### config.mk
export PLATFORM = sky130hd
export DESIGN_NAME = user_entry
export DESIGN_NICKNAME = d
export VERILOG_FILES = /design/src/rtl/user_entry.sv
export SDC_FILE = /design/constraint.sdc
export NUM_CORES = 1
export LEC_CHECK = 0
export CORE_ASPECT_RATIO = 2
export CORE_MARGIN = 1
export CORE_UTILIZATION = 47
export CTS_BUF_LIST = sky130_fd_sc_hd__clkbuf_8
export DETAILED_ROUTE_END_ITERATION = 16
export GPL_TIMING_DRIVEN = 0
export HOLD_SLACK_MARGIN = 0.1
export PLACE_DENSITY = 0.78
export SLEW_MARGIN = 20
export SYNTH_ARGS = -nofsm -noshare
export SYNTH_HDL_FRONTEND = slang
export SYNTH_SLANG_ARGS = --single-unit
### constraint.sdc
create_clock -name clk -period 3.2 [get_ports clk]
set_input_delay 0.64 -clock clk [delete_from_list [all_inputs] [get_ports clk]]
set_output_delay 0.64 -clock clk [all_outputs]
set_load 0.1 [all_outputs]
### src/rtl/user_entry.sv
// Purpose: debounce enter/back buttons and assemble a four-digit BCD guess after arm.
// Latency: a button press updates user_int/digit_count DEBOUNCE_CYCLES+3 edges after the raw level first rises.
// Backpressure: none; presses outside ENTRY, or enter+back in the same cycle, are dropped.
module user_entry #(
  parameter int DEBOUNCE_CYCLES = 16,
  parameter int TIMEOUT_CYCLES  = 50_000_000
) (
  input  logic        clk,
  input  logic        rst,
  input  logic        arm,
  input  logic [3:0]  digit_sw,
  input  logic        btn_enter,
  input  logic        btn_back,
  output logic [15:0] user_int,
  output logic [2:0]  digit_count,
  output logic        busy,
  output logic        entry_done,
  output logic        timed_out,
  output logic        err
);

  localparam int DCW = $clog2(DEBOUNCE_CYCLES + 1);
  localparam int TW  = $clog2(TIMEOUT_CYCLES + 1);
  localparam logic [DCW-1:0] DB_LAST = DCW'(DEBOUNCE_CYCLES - 1);
  localparam logic [TW-1:0]  TO_LAST = TW'(TIMEOUT_CYCLES - 1);

  typedef enum logic [1:0] {
    S_IDLE  = 2'd0,
    S_ENTRY = 2'd1,
    S_DONE  = 2'd2
  } state_t;

  // Button conditioning: bit 0 is the enter button, bit 1 is the back button.
  logic [1:0]     sync1_q, sync1_d;
  logic [1:0]     sync2_q, sync2_d;
  logic [1:0]     deb_q, deb_d;
  logic [1:0]     deb_prev_q, deb_prev_d;
  logic [DCW-1:0] dcnt_q [2];
  logic [DCW-1:0] dcnt_d [2];
  logic [1:0]     press;
  logic           enter_ev;
  logic           back_ev;

  // Entry state machine and its registered outputs.
  state_t         state_q, state_d;
  logic [15:0]    user_int_q, user_int_d;
  logic [2:0]     digit_count_q, digit_count_d;
  logic           busy_q, busy_d;
  logic           entry_done_q, entry_done_d;
  logic           timed_out_q, timed_out_d;
  logic           err_q, err_d;
  logic [TW-1:0]  timer_q, timer_d;

  // Nibble positions: digit n lives at bits [15-4n -: 4], i.e. lsb = (3-n)*4.
  logic [3:0]     wr_lsb;
  logic [1:0]     bk_pos;
  logic [3:0]     bk_lsb;

  // Synchronize the raw buttons and flip each debounced level only after a full run of mismatches.
  always_comb begin
    sync1_d    = {btn_back, btn_enter};
    sync2_d    = sync1_q;
    deb_prev_d = deb_q;
    deb_d      = deb_q;
    dcnt_d     = dcnt_q;
    for (int i = 0; i < 2; i++) begin
      if (sync2_q[i] != deb_q[i]) begin
        if (dcnt_q[i] == DB_LAST) begin
          deb_d[i]  = sync2_q[i];
          dcnt_d[i] = '0;
        end else begin
          dcnt_d[i] = dcnt_q[i] + 1'b1;
        end
      end else begin
        dcnt_d[i] = '0;
      end
    end
  end

  // Register the synchronizer, debounced levels and stability counters.
  always_ff @(posedge clk or posedge rst) begin
    if (rst) begin
      sync1_q    <= '0;
      sync2_q    <= '0;
      deb_q      <= '0;
      deb_prev_q <= '0;
      dcnt_q[0]  <= '0;
      dcnt_q[1]  <= '0;
    end else begin
      sync1_q    <= sync1_d;
      sync2_q    <= sync2_d;
      deb_q      <= deb_d;
      deb_prev_q <= deb_prev_d;
      dcnt_q     <= dcnt_d;
    end
  end

  // A press is the single cycle after the debounced level rises; releases are silent.
  assign press    = deb_q & ~deb_prev_q;
  assign enter_ev = press[0];
  assign back_ev  = press[1];

  assign wr_lsb = {~digit_count_q[1:0], 2'b00};
  assign bk_pos = digit_count_q[1:0] - 2'd1;
  assign bk_lsb = {~bk_pos, 2'b00};

  // Next-state logic: arm wins over everything; in ENTRY a lone press is served, else the idle timer runs.
  always_comb begin
    state_d       = state_q;
    user_int_d    = user_int_q;
    digit_count_d = digit_count_q;
    entry_done_d  = 1'b0;
    timed_out_d   = timed_out_q;
    err_d         = err_q;
    timer_d       = timer_q;

    if (arm) begin
      state_d       = S_ENTRY;
      user_int_d    = 16'hFFFF;
      digit_count_d = 3'd0;
      err_d         = 1'b0;
      timed_out_d   = 1'b0;
      timer_d       = '0;
    end else begin
      case (state_q)
        S_ENTRY: begin
          if (enter_ev && !back_ev) begin
            timer_d = '0;
            if (digit_sw <= 4'd9) begin
              user_int_d[wr_lsb +: 4] = digit_sw;
              digit_count_d           = digit_count_q + 3'd1;
              if (digit_count_q == 3'd3) begin
                state_d      = S_DONE;
                entry_done_d = 1'b1;
              end
            end else begin
              err_d = 1'b1;
            end
          end else if (back_ev && !enter_ev) begin
            timer_d = '0;
            if (digit_count_q != 3'd0) begin
              digit_count_d           = digit_count_q - 3'd1;
              user_int_d[bk_lsb +: 4] = 4'hF;
            end
          end else if (timer_q == TO_LAST) begin
            // Partial guess is kept; its 4'hF nibbles can never equal valid BCD.
            timed_out_d  = 1'b1;
            state_d      = S_DONE;
            entry_done_d = 1'b1;
          end else begin
            timer_d = timer_q + 1'b1;
          end
        end
        default: begin
        end
      endcase
    end

    busy_d = (state_d == S_ENTRY);
  end

  // Entry state and all outputs are registered together so they change on the same edge.
  always_ff @(posedge clk or posedge rst) begin
    if (rst) begin
      state_q       <= S_IDLE;
      user_int_q    <= 16'hFFFF;
      digit_count_q <= 3'd0;
      busy_q        <= 1'b0;
      entry_done_q  <= 1'b0;
      timed_out_q   <= 1'b0;
      err_q         <= 1'b0;
      timer_q       <= '0;
    end else begin
      state_q       <= state_d;
      user_int_q    <= user_int_d;
      digit_count_q <= digit_count_d;
      busy_q        <= busy_d;
      entry_done_q  <= entry_done_d;
      timed_out_q   <= timed_out_d;
      err_q         <= err_d;
      timer_q       <= timer_d;
    end
  end

  assign user_int    = user_int_q;
  assign digit_count = digit_count_q;
  assign busy        = busy_q;
  assign entry_done  = entry_done_q;
  assign timed_out   = timed_out_q;
  assign err         = err_q;

endmodule
==> impl_table.tex <==
\begin{tabular}{lr}
\hline
Metric & Value \\
\hline
\multicolumn{2}{l}{\textbf{Status}} \\
Status & finished clean \\
\multicolumn{2}{l}{\textbf{Clock tree}} \\
Clk pin slew, worst setup/hold paths & about 80 ps \\
Number of buffers inserted by hold repair at cts & 0 \\
Num Clock Sinks & 69 \\
Total CTS buffers & 9 \\
Post-CTS Setup Repair Bufs & 0 \\
Root Driver & sky130\_fd\_sc\_hd\_\_clkbuf\_8 \\
CTS tree & done \\
Buffers from clock root to sink, at most & 2 \\
Number of H-tree branching levels & 3 \\
Cts repair resizes & 0 \\
Skew-Pair Late Insertion Delay & 350 ps \\
\multicolumn{2}{l}{\textbf{Final layout}} \\
Most common library cell in the layout ignoring fill and taps & sky130\_fd\_sc\_hd\_\_dfrtp\_1 \\
Layout cell share with drive strength beyond 1 & 13.02\% \\
Final design utilization & just under 60\% \\
Most used cells in the layout excluding fill and tap cells & sky130\_fd\_sc\_hd\_\_dfrtp\_1, sky130\_fd\_sc\_hd\_\_clkdlybuf4s50\_1, sky130\_fd\_sc\_hd\_\_inv\_1, sky130\_fd\_sc\_hd\_\_nor2\_1 \\
Post-synthesis to final-layout area growth & 19.50\% \\
Layout Nets & 420 \\
Antenna cells & 0 \\
Fin cells & 499 \\
\multicolumn{2}{l}{\textbf{STA}} \\
Post-route clock skew & 8.522 ps \\
Final number of setup-violating endpoints & 0 \\
Hold violation count in the final report & 0 \\
Setup repair after global routing missed its margin & false \\
Final critical-path required period & 2748 ps \\
Fraction of the cycle the final worst path needs & 85.88\% \\
Number of max-slew violations in the final report & 0 \\
Tightest slew margin relative to the limit & 33.72\% \\
Least-Margin Pin Slew & 991.1 ps \\
Worst hold slack & 352.4 ps \\
Final sum of negative setup slack & 0 ps \\
Max Clk Rate & roughly 360 MHz \\
\multicolumn{2}{l}{\textbf{Synth}} \\
Flop and latch count out of synthesis & 69 \\
Syn avg cell area & 10.01 um\^{}2 \\
Net count after synthesis & 377 \\
Proportion of synthesized flip-flops having asynchronous set or reset & 100.0\% \\
Number of distinct library cell variants in the gate-level netlist after synthesis & 56 \\
Number of synthesized flops with an enable pin & 0 \\
Primary flip-flop cell chosen by synthesis mapping & sky130\_fd\_sc\_hd\_\_dfrtp\_1 \\
Synthesis warning total & 0 \\
Largest cells by area after synthesis & sky130\_fd\_sc\_hd\_\_dfrtp\_1, sky130\_fd\_sc\_hd\_\_dfstp\_2, sky130\_fd\_sc\_hd\_\_mux2i\_1, sky130\_fd\_sc\_hd\_\_a21oi\_1, sky130\_fd\_sc\_hd\_\_ha\_1 \\
Synthesized cell area & approximately 0.0036 mm\^{}2 \\
Count of mapped cells out of synthesis & 359 \\
Biggest area consumer among synthesized cells & sky130\_fd\_sc\_hd\_\_dfrtp\_1 \\
Share of Yosys cell area claimed by the top area cell type & 36.91\% \\
Proportion of synthesized chip area in sequential cells & 48.61\% \\
\multicolumn{2}{l}{\textbf{Place}} \\
Number of buffer cells added on primary ports & 31 \\
Detailed-placement wirelength estimate & between 6000 and 7000 um \\
Gp weighted congestion & 0.8521 \\
Post-Place Cells & slightly below 500 \\
\multicolumn{2}{l}{\textbf{Worst hold path}} \\
Worst Hold Path Cells & 0 \\
Worst Hold End & sync2\_q[1] \\
Path type of the worst min-delay path & flop to flop \\
HP Start & sync1\_q[1] \\
\multicolumn{2}{l}{\textbf{Global route}} \\
Largest net degree at the start of global routing & 56 \\
All-layer global routing usage & 22.90\% \\
Vias in the first global route & 3,086 \\
Wire length of the first global-routing pass & approximately 14,000 um \\
Number of antenna violations at the first check in global routing & 0 \\
Total global routing overflow & 0 \\
\multicolumn{2}{l}{\textbf{Floorplan}} \\
Core Footprint & between 0.007 and 0.008 mm\^{}2 \\
Total Die Area & between 0.008 and 0.009 mm\^{}2 \\
Starting utilization of the core area & between 40\% and 50\% \\
Die boundary height & 125.7 um \\
Width of the chip & 63.83 um \\
Boundary pin count & 32 \\
Cell row count & 44 \\
\multicolumn{2}{l}{\textbf{Critical path}} \\
Arr. time, crit path & 3020 ps \\
Destination of the worst register-to-register timing path & timer\_q[25] \\
Crit-path max cell delay & 630 ps \\
Element type at the critical path end & flop \\
Dominant delay contributor by cell family on the critical path & simple AND/OR/NAND/NOR gates \\
Data required time of the critical path & 3470 ps \\
Ordered cell list for the critical path & ha\_1, nand3\_1, or4\_4, nor4\_4, o21ai\_1, o221ai\_1 \\
Reg2Reg Depth & 6 \\
Register-to-Register Setup Slack & 450 ps \\
Critical path class & flop to flop \\
WP buf/inv & 0 \\
Highest-delay cell along the critical path & sky130\_fd\_sc\_hd\_\_or4\_4 \\
Startpoint class of the critical path & flop \\
Critical register-to-register path startpoint & timer\_q[0] \\
CP max FO & 10 \\
\multicolumn{2}{l}{\textbf{Drt}} \\
Wire per inst & 16.75 um \\
Post-detailed-route count of antenna-violating nets & 0 \\
Wire length after detailed routing & 8357 um \\
1st-pass router iterations & 4 \\
First-iteration detailed-routing DRC count & 127 \\
Number of vias per cell after detailed routing & 5.868 \\
Drt drc & 0 \\
Detailed-route via count & 2,928 \\
\multicolumn{2}{l}{\textbf{Flow run}} \\
Maximum Capacitance Violations & 0 \\
\multicolumn{2}{l}{\textbf{Power}} \\
Pwr per Cell Area & 420.7 mW/mm\^{}2 \\
Peak supply drop & 356.0 uV \\
Reported leakage power & roughly 2.0 nW \\
\hline
\end{tabular}
flip-flops by register name, indices dropped and copies added, names as in the netlist:
signal and cells:
user_int 16, err 1, digit_count 3, state_q 2, dcnt_q 10, sync1_q 2
timed_out 1, deb_prev_q 2, busy 1, sync2_q 2, entry_done 1, timer_q 26
deb_prev_d 2
report_power, final:
part / total (mW) / internal (mW) / switching (mW)
clock network: 0.823 / 0.483 / 0.340
registers: 0.895 / 0.885 / 0.0105
logic: 0.0887 / 0.0315 / 0.0572
routing by layer:
metal	routed length, um	share of wire, %	GRT usage, %	up-vias
met5	0	0	0	-
met4	278	3.3	14.57	0
met3	317	3.8	4.801	26
met2	4711	56	41.99	83
met1	3049	36	22.42	1422
li1	-	-	-	1397
Yosys cell counts (3+ instances only):
master	instances
sky130_fd_sc_hd__dfrtp_1	53
sky130_fd_sc_hd__inv_1	26
sky130_fd_sc_hd__nor2_1	23
sky130_fd_sc_hd__a21oi_1	22
sky130_fd_sc_hd__nand2_1	22
sky130_fd_sc_hd__mux2i_1	21
sky130_fd_sc_hd__nand3_1	20
sky130_fd_sc_hd__dfstp_2	16
sky130_fd_sc_hd__o21ai_0	12
sky130_fd_sc_hd__a31oi_1	10
sky130_fd_sc_hd__nor3_1	9
sky130_fd_sc_hd__and3_1	8
sky130_fd_sc_hd__ha_1	8
sky130_fd_sc_hd__and2_1	7
sky130_fd_sc_hd__clkbuf_1	7
sky130_fd_sc_hd__nand4_1	7
sky130_fd_sc_hd__nor4_1	7
sky130_fd_sc_hd__o211ai_1	6
sky130_fd_sc_hd__o21ai_1	6
sky130_fd_sc_hd__xor2_1	6
sky130_fd_sc_hd__a211o_2	5
sky130_fd_sc_hd__nand2b_1	4
sky130_fd_sc_hd__o31ai_1	4
sky130_fd_sc_hd__nor2b_1	3
sky130_fd_sc_hd__o311ai_0	3
sky130_fd_sc_hd__o41ai_1	3
sky130_fd_sc_hd__xnor2_1	3
cell type report:
cell class | instances | area [um^2]
Clock buffer | 11 | 151.4
Fill cell | 652 | 3028
Buffer | 11 | 52.55
Timing Repair Buffer | 32 | 337.8
Inverter | 26 | 100.1
Tap cell | 92 | 115.1
Multi-Input combinational cell | 253 | 1709
Sequential cell | 69 | 1747
Clock inverter | 5 | 81.33
worst max-delay path by stage:
stage | from | end | slack [ps] | cells after the start
2_1_floorplan | digit_count[0] | user_int[0] | 580 | 6
3_3_place_gp | rst | timer_q[7] | -280 | 2
3_5_place_dp | timer_q[0] | timer_q[20] | 460 | 6
4_1_cts | timer_q[0] | timer_q[20] | 440 | 6
5_1_grt | timer_q[0] | timer_q[6] | 210 | 6
6_report | timer_q[0] | timer_q[25] | 450 | 6
logic make-up (layout without fill, tap and decap cells):
family,after synthesis,after routing,synth area share (%)
AND/OR/NAND/NOR,124,124,18.73
adder cells (fa/ha/maj),9,9,3.343
buffers and inverters,37,85,4.178
multiplexers,23,23,6.476
XOR/XNOR,9,9,2.194
flip-flops,69,69,48.61
AO/OA/AOI/OAI,88,88,16.47
per-stage QoR:
stage	setup WS (ps)	cell area [um^2]	power, mW
after floorplan	582.6	3593	0.9623
after global placement	-281.1	4019	0.9937
after detailed placement	460.6	4055	1.002
after CTS	438.9	4288	1.827
after global routing	207.2	4294	1.859
final	451.7	4294	1.807
No activity file was read; power rests on OpenSTA's default activity.
